### config.mk
export PLATFORM = sky130hd
export DESIGN_NAME = wb_port_arbiter_flat
export DESIGN_NICKNAME = d
export VERILOG_FILES = /design/src/rtl/wb_port_arbiter_pkg.sv /design/src/rtl/wb_port_arbiter_if.sv /design/src/rtl/wb_port_arbiter_hold_buf.sv /design/src/rtl/wb_port_arbiter.sv /design/src/flat_wrapper.sv
export SDC_FILE = /design/constraint.sdc
export NUM_CORES = 1
export LEC_CHECK = 0
export BUFFER_PORTS_ARGS = -buffer_cell sky130_fd_sc_hd__buf_2
export CELL_PAD_IN_SITES_DETAIL_PLACEMENT = 1
export CELL_PAD_IN_SITES_GLOBAL_PLACEMENT = 2
export CORE_UTILIZATION = 37
export CTS_BUF_LIST = sky130_fd_sc_hd__clkbuf_8
export CTS_CLUSTER_DIAMETER = 60
export DETAILED_ROUTE_END_ITERATION = 10
export PLACE_DENSITY = 0.89
export SYNTH_ARGS = -nofsm -noshare
export SYNTH_HDL_FRONTEND = slang
export SYNTH_SLANG_ARGS = --single-unit
export TNS_END_PERCENT = 1
### constraint.sdc
create_clock -name clk -period 6.5 [get_ports clk]
set_clock_uncertainty 0.15 [all_clocks]
set_input_delay 1.95 -clock clk [delete_from_list [all_inputs] [get_ports clk]]
set_output_delay 1.95 -clock clk [all_outputs]
set_load 0.005 [all_outputs]
### src/rtl/wb_port_arbiter_pkg.sv
// rtl/wb_port_arbiter_pkg.sv - shared widths, arbiter state encoding and helpers
package wb_port_arbiter_pkg;

    localparam int REG_ADDR_W = 5;
    localparam int DATA_W     = 32;

    typedef enum logic [1:0] {
        ARB_IDLE  = 2'd0,
        ARB_HELD  = 2'd1,
        ARB_DRAIN = 2'd2
    } arb_state_t;

    // Writes to r0 are architecturally discarded, so only non-zero rd is a real request.
    function automatic logic is_live(input logic [REG_ADDR_W-1:0] rd);
        return (rd != '0);
    endfunction

endpackage

### src/rtl/wb_port_arbiter_if.sv
// rtl/wb_port_arbiter_if.sv - writeback/MDU/register-file bundle for the write-port arbiter
interface wb_port_arbiter_if;
    import wb_port_arbiter_pkg::*;

    logic                  wb_regwrite;
    logic [REG_ADDR_W-1:0] wb_rd;
    logic [DATA_W-1:0]     wb_data;
    logic                  mdu_valid;
    logic [REG_ADDR_W-1:0] mdu_rd;
    logic [DATA_W-1:0]     mdu_data;
    logic                  mdu_ready;
    logic                  rf_we;
    logic [REG_ADDR_W-1:0] rf_waddr;
    logic [DATA_W-1:0]     rf_wdata;
    logic                  stall_pipe;
    logic                  buf_valid;

    modport master (
        output wb_regwrite, wb_rd, wb_data, mdu_valid, mdu_rd, mdu_data,
        input  mdu_ready, rf_we, rf_waddr, rf_wdata, stall_pipe, buf_valid
    );

    modport slave (
        input  wb_regwrite, wb_rd, wb_data, mdu_valid, mdu_rd, mdu_data,
        output mdu_ready, rf_we, rf_waddr, rf_wdata, stall_pipe, buf_valid
    );

endinterface

### src/rtl/wb_port_arbiter_hold_buf.sv
// rtl/wb_port_arbiter_hold_buf.sv - one-entry MDU result holding register with starvation counter
module wb_port_arbiter_hold_buf
    import wb_port_arbiter_pkg::*;
#(
    parameter int CNT_W = 4
) (
    input  logic                  clk,
    input  logic                  rst,
    input  logic                  i_load,
    input  logic                  i_clear,
    input  logic                  i_cnt_inc,
    input  logic [REG_ADDR_W-1:0] i_rd,
    input  logic [DATA_W-1:0]     i_data,
    output logic                  o_valid,
    output logic [REG_ADDR_W-1:0] o_rd,
    output logic [DATA_W-1:0]     o_data,
    output logic [CNT_W-1:0]      o_cnt
);

    logic                  r_valid;
    logic [REG_ADDR_W-1:0] r_rd;
    logic [DATA_W-1:0]     r_data;
    logic [CNT_W-1:0]      r_cnt;

    // Load restarts the blocked-cycle count; clear empties the entry; increment counts a pass-over.
    always_ff @(posedge clk or posedge rst) begin
        if (rst) begin
            r_valid <= 1'b0;
            r_rd    <= '0;
            r_data  <= '0;
            r_cnt   <= '0;
        end else if (i_load) begin
            r_valid <= 1'b1;
            r_rd    <= i_rd;
            r_data  <= i_data;
            r_cnt   <= '0;
        end else if (i_clear) begin
            r_valid <= 1'b0;
            r_cnt   <= '0;
        end else if (i_cnt_inc) begin
            r_cnt   <= r_cnt + CNT_W'(1);
        end
    end

    assign o_valid = r_valid;
    assign o_rd    = r_rd;
    assign o_data  = r_data;
    assign o_cnt   = r_cnt;

endmodule

### src/rtl/wb_port_arbiter.sv
// rtl/wb_port_arbiter.sv - register-file write port arbiter between MEM/WB and the MDU
module wb_port_arbiter
    import wb_port_arbiter_pkg::*;
#(
    parameter int STARVE_LIMIT = 4,
    parameter int CNT_W        = 4
) (
    input  logic              clk,
    input  logic              rst,
    wb_port_arbiter_if.slave  bus
);

    arb_state_t            r_state;
    arb_state_t            w_next;
    logic                  r_rf_we;
    logic [REG_ADDR_W-1:0] r_rf_waddr;
    logic [DATA_W-1:0]     r_rf_wdata;
    logic                  r_stall;

    logic                  w_we;
    logic [REG_ADDR_W-1:0] w_waddr;
    logic [DATA_W-1:0]     w_wdata;
    logic                  w_load;
    logic                  w_clear;
    logic                  w_cnt_inc;
    logic                  w_wb_live;
    logic                  w_mdu_live;
    logic                  w_starved;
    logic [CNT_W-1:0]      w_cnt_next;

    logic                  w_buf_valid;
    logic [REG_ADDR_W-1:0] w_buf_rd;
    logic [DATA_W-1:0]     w_buf_data;
    logic [CNT_W-1:0]      w_buf_cnt;

    wb_port_arbiter_hold_buf #(.CNT_W(CNT_W)) u_hold_buf (
        .clk       (clk),
        .rst       (rst),
        .i_load    (w_load),
        .i_clear   (w_clear),
        .i_cnt_inc (w_cnt_inc),
        .i_rd      (bus.mdu_rd),
        .i_data    (bus.mdu_data),
        .o_valid   (w_buf_valid),
        .o_rd      (w_buf_rd),
        .o_data    (w_buf_data),
        .o_cnt     (w_buf_cnt)
    );

    // State register.
    always_ff @(posedge clk or posedge rst) begin
        if (rst) begin
            r_state <= ARB_IDLE;
        end else begin
            r_state <= w_next;
        end
    end

    // Next-state and write-port selection; MEM/WB wins, the MDU waits in the buffer.
    always_comb begin
        w_next     = r_state;
        w_we       = 1'b0;
        w_waddr    = bus.wb_rd;
        w_wdata    = bus.wb_data;
        w_load     = 1'b0;
        w_clear    = 1'b0;
        w_cnt_inc  = 1'b0;
        w_wb_live  = bus.wb_regwrite && is_live(bus.wb_rd);
        w_mdu_live = bus.mdu_valid && !w_buf_valid && is_live(bus.mdu_rd);
        w_cnt_next = w_buf_cnt + CNT_W'(1);
        w_starved  = (w_cnt_next >= CNT_W'(STARVE_LIMIT - 1));
        case (r_state)
            ARB_IDLE: begin
                if (w_wb_live) begin
                    w_we = 1'b1;
                    if (w_mdu_live) begin
                        w_load = 1'b1;
                        w_next = ARB_HELD;
                    end
                end else if (w_mdu_live) begin
                    w_we    = 1'b1;
                    w_waddr = bus.mdu_rd;
                    w_wdata = bus.mdu_data;
                end
            end
            ARB_HELD: begin
                if (w_wb_live) begin
                    w_we = 1'b1;
                    if (bus.wb_rd == w_buf_rd) begin
                        // The newer pipeline write supersedes the older MDU result.
                        w_clear = 1'b1;
                        w_next  = ARB_IDLE;
                    end else begin
                        w_cnt_inc = 1'b1;
                        if (w_starved) begin
                            w_next = ARB_DRAIN;
                        end
                    end
                end else begin
                    w_we    = 1'b1;
                    w_waddr = w_buf_rd;
                    w_wdata = w_buf_data;
                    w_clear = 1'b1;
                    w_next  = ARB_IDLE;
                end
            end
            ARB_DRAIN: begin
                // MEM/WB is frozen this cycle and re-presents its instruction next cycle.
                w_we    = 1'b1;
                w_waddr = w_buf_rd;
                w_wdata = w_buf_data;
                w_clear = 1'b1;
                w_next  = ARB_IDLE;
            end
            default: begin
                w_next = ARB_IDLE;
            end
        endcase
    end

    // Registered write port and stall; address/data hold when no write is chosen.
    always_ff @(posedge clk or posedge rst) begin
        if (rst) begin
            r_rf_we    <= 1'b0;
            r_rf_waddr <= '0;
            r_rf_wdata <= '0;
            r_stall    <= 1'b0;
        end else begin
            r_rf_we <= w_we;
            r_stall <= (w_next == ARB_DRAIN);
            if (w_we) begin
                r_rf_waddr <= w_waddr;
                r_rf_wdata <= w_wdata;
            end
        end
    end

    assign bus.mdu_ready  = ~w_buf_valid;
    assign bus.buf_valid  = w_buf_valid;
    assign bus.rf_we      = r_rf_we;
    assign bus.rf_waddr   = r_rf_waddr;
    assign bus.rf_wdata   = r_rf_wdata;
    assign bus.stall_pipe = r_stall;

endmodule

### src/flat_wrapper.sv
// flat-port wrapper written by rule: the top's interface ports become plain ports
module wb_port_arbiter_flat import wb_port_arbiter_pkg::*;
#(
    parameter int STARVE_LIMIT = 4,
    parameter int CNT_W        = 4
)
  (clk, rst, bus_wb_regwrite, bus_wb_rd, bus_wb_data, bus_mdu_valid, bus_mdu_rd, bus_mdu_data, bus_mdu_ready, bus_rf_we, bus_rf_waddr, bus_rf_wdata, bus_stall_pipe, bus_buf_valid);
  wb_port_arbiter_if bus_i ();
  input  logic clk;
  input  logic rst;
  input wire logic [$bits(bus_i.wb_regwrite)-1:0] bus_wb_regwrite;
  input wire logic [$bits(bus_i.wb_rd)-1:0] bus_wb_rd;
  input wire logic [$bits(bus_i.wb_data)-1:0] bus_wb_data;
  input wire logic [$bits(bus_i.mdu_valid)-1:0] bus_mdu_valid;
  input wire logic [$bits(bus_i.mdu_rd)-1:0] bus_mdu_rd;
  input wire logic [$bits(bus_i.mdu_data)-1:0] bus_mdu_data;
  output wire logic [$bits(bus_i.mdu_ready)-1:0] bus_mdu_ready;
  output wire logic [$bits(bus_i.rf_we)-1:0] bus_rf_we;
  output wire logic [$bits(bus_i.rf_waddr)-1:0] bus_rf_waddr;
  output wire logic [$bits(bus_i.rf_wdata)-1:0] bus_rf_wdata;
  output wire logic [$bits(bus_i.stall_pipe)-1:0] bus_stall_pipe;
  output wire logic [$bits(bus_i.buf_valid)-1:0] bus_buf_valid;
  assign bus_i.wb_regwrite = bus_wb_regwrite;
  assign bus_i.wb_rd = bus_wb_rd;
  assign bus_i.wb_data = bus_wb_data;
  assign bus_i.mdu_valid = bus_mdu_valid;
  assign bus_i.mdu_rd = bus_mdu_rd;
  assign bus_i.mdu_data = bus_mdu_data;
  assign bus_mdu_ready = bus_i.mdu_ready;
  assign bus_rf_we = bus_i.rf_we;
  assign bus_rf_waddr = bus_i.rf_waddr;
  assign bus_rf_wdata = bus_i.rf_wdata;
  assign bus_stall_pipe = bus_i.stall_pipe;
  assign bus_buf_valid = bus_i.buf_valid;
  wb_port_arbiter #(.STARVE_LIMIT(STARVE_LIMIT), .CNT_W(CNT_W)) u_core (.clk(clk), .rst(rst), .bus(bus_i));
endmodule
# Yosys cells after proc, flatten, opt, wreduce, memory -nomap -nowiden
# Cells that the tools add are included.
[totals]
reg_bits = 83
input_bits = 78
[classes]
n_addsub = 1
muxes = 30
n_reduce_logical = 10
n_lt_le_gt_ge = 1
eq_ne = 4
bitwise = 1
[ops]
columns = ["cell", "n"]
rows = [
  ["$mux W32", 3],
  ["$pmux W32 S3", 1],
  ["$mux W5", 3],
  ["$pmux W5 S3", 1],
  ["$mux W4", 3],
  ["$mux W1", 11],
  ["$mux W2", 5],
  ["$reduce_bool A5 Y1", 2],
  ["$eq A5 B5 Y1", 1],
  ["$add A4 B1 Y4 const B", 1],
  ["$eq A2 B2 Y1 const B", 2],
  ["$ge A4 B2 Y1 const B", 1],
  ["$pmux W1 S2", 2],
  ["$pmux W2 S2", 1],
  ["$logic_and A1 B1 Y1", 3],
  ["$reduce_bool A3 Y1", 1],
  ["$eq A2 B1 Y1 const B", 1],
  ["$logic_not A2 Y1", 1],
  ["$reduce_bool A2 Y1", 1],
  ["$reduce_or A2 Y1", 1],
  ["$logic_not A1 Y1", 1],
  ["$not A1 Y1", 1],
]

# Longest topological paths before layout
[logic_depth]
depth_word = 7
mapped_depth = 9
ltp_nobuf = 7

# By module
# Synthesis repeated with hierarchy kept, for this count alone.
[unflattened]
hier_cells = 471
hier_area_um2 = 4941.0
[modules_own_cells]
columns = ["mod", "n_inst", "seq_area_each_um2", "cells_each", "area_per_inst_um2"]
rows = [
  ["wb_port_arbiter", 1, 1026.0, 372, 3170.5],
  ["wb_port_arbiter_hold_buf", 1, 1051.0, 99, 1770.4],
]

# Worst setup path after synthesis
# OpenSTA, ideal clock, no wires.
[synth_timing]
path_kind = "input to register"
start = "input port bus_wb_rd[0]"
end = "register u_core.r_rf_wdata[3], in the netlist u_core.bus.rf_wdata[3]"
stages = 7
t_arrival_ns = 3.433
setup_slack_ns = 2.776
path_buffers = 2
cell_sequence = "or4_4 o21a_1 buf_6 buf_8 mux2_4 a22oi_2 a31oi_1"
[synth_between]
elab_chain_len = 4
word_cells_on_any_way = 7
classes_between = "mux: 5; reduce/logical: 2"
[synth_rtl]
columns = ["element", "line", "source"]
rows = [
  ["start, declared", "flat_wrapper.sv:12", "input wire logic [$bits(bus_i.wb_rd)-1:0] bus_wb_rd;"],
  ["$reduce_bool A5 Y1 *", "wb_port_arbiter_pkg.sv:15", "return (rd != '0);"],
  ["$logic_and A1 B1 Y1 *", "wb_port_arbiter.sv:68", "w_wb_live = bus.wb_regwrite && is_live(bus.wb_rd);"],
  ["$mux W32, or another cell as far along", "wb_port_arbiter.sv:87", "if (w_wb_live) begin"],
  ["$pmux W32 S3 or $pmux W1 S2 (tied branches)", "wb_port_arbiter.sv:72", "case (r_state)"],
  ["end signal, assigned", "wb_port_arbiter.sv:133", "r_rf_wdata <= w_wdata;"],
  ["end, declared", "wb_port_arbiter.sv:17", "logic [DATA_W-1:0] r_rf_wdata;"],
]
# Every way passes the cells marked *; elsewhere a longest branch is shown, timed or not.
# A chain may end at the register's enable or synchronous reset.

# Final worst setup path
[layout_timing]
start = "input port bus_wb_rd[1]"
end = "register u_core.u_hold_buf.r_cnt[1], in the netlist u_core.u_hold_buf.o_cnt[1]"
[layout_between]
elab_chain_len = 6
word_cells_on_any_way = 14
classes_between = "eq/ne: 1; mux: 10; reduce/logical: 3"
[layout_rtl]
columns = ["element", "line", "source"]
rows = [
  ["$eq A5 B5 Y1 or $reduce_bool A5 Y1 (tied branches)", "wb_port_arbiter.sv:89, wb_port_arbiter_pkg.sv:15", ""],
  ["$mux W1 or $logic_and A1 B1 Y1 (tied branches)", "wb_port_arbiter.sv:89, wb_port_arbiter.sv:68", ""],
  ["$mux W1", "wb_port_arbiter.sv:87", ""],
  ["$pmux W1 S2", "wb_port_arbiter.sv:72", ""],
  ["$mux W4", "wb_port_arbiter_hold_buf.sv:37", "end else if (i_clear) begin"],
  ["$mux W4", "wb_port_arbiter_hold_buf.sv:32", "end else if (i_load) begin"],
  ["end signal, assigned", "wb_port_arbiter_hold_buf.sv:41", "r_cnt <= r_cnt + CNT_W'(1);"],
  ["end, declared", "wb_port_arbiter_hold_buf.sv:23", "logic [CNT_W-1:0] r_cnt;"],
]
# Parallel ways exist; a longest one is shown, timed or not.

==> flow_summary.json <==
{
  "hold_viol_final": 0,
  "drtPass1Iterations": 4,
  "timing.reg2reg.worst_path_depth": 6,
  "slew_headroom": 0.260,
  "power.static_leakage_uw": 0.00254,
  "worstPathRequired_ns": 6.57,
  "die_h_um": 115,
  "dp_hpwl_mm": 9.10,
  "layout_setup_ws_ns": 1.77,
  "hold_path_startpoint": "u_core.u_hold_buf.o_data[22]",
  "finalSetupTns_ns": 0,
  "final-instance-count-excl-fill": 734,
  "grt_pass1_vias": 4344,
  "tritoncts": "done",
  "place_worst_setup_slack_ns": 1.34,
  "final.min_clock_period_ns": 4.73,
  "setup_viol": 0,
  "final.hold.worst_slack_ns": 0.364,
  "fill_cells": 1452,
  "critPathCaptureType": "flip-flop",
  "routed_wl_mm": 13.4,
  "crit_path_top_delay_cell": "nand3_2",
  "cts_root_buffer": "clkbuf_8",
  "outcome": "complete, no violations",
  "hold-path-cell-count": 1,
  "worstPathCellList": "buf_2 -> or4_4 -> o21a_1 -> nand3_2 -> o21ai_1 -> a211oi_1",
  "coreArea_um2": 12200,
  "cts_setup_buffers": 0,
  "yosys_register_bits": 83,
  "synth_nets": 550,
  "pin_count_of_the_biggest_net_entering_global_routing": 76,
  "drc": 0,
  "maxSlewViolCount": 0,
  "clock_insertion_delay_worst_skew_ns": 0.36,
  "hold_class": "flip-flop to flip-flop",
  "vdd_drop_max_uv": 225,
  "main_flop_type_after_synthesis": "dfrtp_1",
  "die_width_um": 115,
  "max_clock_freq_mhz": 211,
  "globalRoute.totalOverflow": 0,
  "die_area_um2": 13100,
  "vias": 4031,
  "post_drt_wl_per_cell_um": 18.3,
  "synth_cells": 466,
  "io_pins": 119,
  "worst_ep_arrival_time_ns": 4.81,
  "crit_fanout": 40,
  "starting_density": 0.385,
  "placementRows": 40,
  "async_reset_ff_frac": 1.00,
  "startpoint_type": "input port",
  "cts_num_sinks": 83,
  "design.final.nets": 644,
  "post_synth_instance_area_um2": 4700,
  "post_cts_resize_count": 0,
  "maxCapViolCount": 0,
  "slowest_delay_ns": 1.09,
  "worstReg2RegStart": "u_core.r_state[1]",
  "drive_above_1_share": 0.361,
  "syn_to_final_growth_pct": 19.3,
  "crit-reg2reg-capture": "u_core.u_hold_buf.o_cnt[1]",
  "tritoncts.num_buffers": 9,
  "cts.htree.levels": 3,
  "cts_hold_repair.buffers": 0,
  "synth_enable_flop_cells": 0,
  "timing_worst_slew_pin_value_ns": 1.11,
  "clk_transition_reported_paths_ns": 0.09,
  "syn_area_per_cell_um2": 10.1,
  "post-route-util": 0.459,
  "cts_max_path_buffers": 2,
  "yosysWarnings": 0,
  "grt_setup_unrepaired": "false",
  "io_buffer_count": 118,
  "post-place-cells": 717,
  "timing.hold.worst_endpoint": "u_core.u_hold_buf.o_data[22]",
  "r2r_setup_slk_ns": 3.24,
  "grt_use_total": 0.214,
  "ys_types": 41,
  "sequential_share_of_the_synthesized_area": 0.442,
  "number_of_antenna_violations_at_the_first_check_in_global_routing": 1,
  "grt_pass1_wl_mm": 21.8,
  "pwr_density_cell_nw_per_um2": 481,
  "detail_route.iter0.violations": 185,
  "setup.worst_path.class": "input port to flip-flop",
  "vias_per_cell": 5.49,
  "finalWeightedCongestion": 0.794,
  "final_antenna_violating_net_count": 0,
  "final.period_utilization": 0.728
}
## routing by layer
layer | routed length, um | vias up | global-route usage
li1 | - | 1909 | -
met1 | 5930 | 2024 | 0.265
met2 | 6760 | 86 | 0.378
met3 | 579 | 12 | 0.0392
met4 | 167 | 0 | 0.0649
met5 | 0 | - | 0
## per-stage QoR
| step | power, uW | instance area (um2) |
|---|---|---|
| 6_report | 2690 | 5600 |
| 5_1_grt | 2910 | 5600 |
| 4_1_cts | 2710 | 5600 |
| 3_5_place_dp | 2280 | 5370 |
| 3_3_place_gp | 2220 | 5370 |
| 2_1_floorplan | 1850 | 4700 |
## Yosys cell counts, drive strengths merged (2+ instances only)
master / n / area (um2)
a22oi: 37 / 313
xnor2: 2 / 17.5
nand2: 5 / 18.8
a211oi: 3 / 22.5
xor2: 5 / 43.8
o21ai: 46 / 234
a21boi: 38 / 285
nand3b: 2 / 15.0
a31oi: 38 / 238
inv: 9 / 33.8
dfrtp: 83 / 2080
buf: 15 / 96.3
nor2: 43 / 161
and3: 36 / 225
ha: 6 / 75.1
mux2: 49 / 578
clkbuf: 26 / 97.6
a21oi: 7 / 38.8
nor3: 2 / 10.0
nand3: 2 / 15.0
## worst max path at each step
stage | from | endpoint | slack, ns | depth (start not counted)
2_1_floorplan | rst | u_core.bus.rf_waddr[0] | 2.26 | 1
6_report | bus_wb_rd[1] | u_core.u_hold_buf.o_cnt[1] | 1.77 | 6
5_1_grt | bus_wb_rd[0] | u_core.u_hold_buf.o_cnt[1] | 1.55 | 6
4_1_cts | bus_wb_rd[1] | u_core.u_hold_buf.o_cnt[0] | 1.72 | 6
3_3_place_gp | bus_wb_rd[1] | u_core.u_hold_buf.o_cnt[1] | 1.47 | 6
3_5_place_dp | bus_wb_rd[1] | u_core.u_hold_buf.o_cnt[1] | 1.34 | 6
## placed cells by master (no fill, tap or decap), types with 7 or more instances in the layout
cell	netlist	layout
buf_2	11	118
dfrtp_1	83	83
mux2_2	42	42
nor2_1	43	42
a21boi_0	38	38
a31oi_1	38	38
o21ai_0	36	36
and3_1	36	36
a22oi_1	30	30
clkbuf_8	0	11
inv_1	9	9
o21ai_1	9	9
mux2_4	7	7
a22oi_2	7	7
## sequential cells by signal, summed over array words and instances (netlist names)
name / cells
u_core.u_hold_buf.o_cnt: 4
u_core.bus.rf_we: 1
u_core.u_hold_buf.o_valid: 1
u_core.u_hold_buf.o_rd: 5
u_core.r_state: 2
u_core.bus.rf_wdata: 32
u_core.bus.stall_pipe: 1
u_core.u_hold_buf.o_data: 32
u_core.bus.rf_waddr: 5
## power breakdown
part | internal, uW | switching [uW] | total (uW)
sequential | 794 | 169 | 963
combinational | 559 | 740 | 1300
clock | 236 | 196 | 432
total | 1590 | 1110 | 2690
## worst max-delay path: cells and delay by family
kind                   cells  cell delay, ns
and+or+nand+nor            2            1.25
buffers and inverters      1            0.12
AOI/OAI and AO/OA          3            1.48
## kinds of logic after synthesis
group | share of synthesized area
compound gates | 0.255
xor+xnor | 0.0131
fa+ha+maj | 0.0160
flops | 0.442
simple gates | 0.102
buf+inv | 0.0485
mux | 0.123
## final cells by class
| class | count | area (um2) | area share |
|---|---|---|---|
| multi-input cells | 333 | 2410 | 0.431 |
| clock inverters | 5 | 76.3 | 0.0136 |
| repair buffers | 124 | 636 | 0.113 |
| well taps | 168 | 210 | 0.0375 |
| diodes | 1 | 2.50 | 0.000447 |
| clock buffers | 11 | 151 | 0.0270 |
| inverters | 9 | 35.0 | 0.00626 |
| flip-flops and latches | 83 | 2080 | 0.371 |
(Power assumes the default switching activity.)
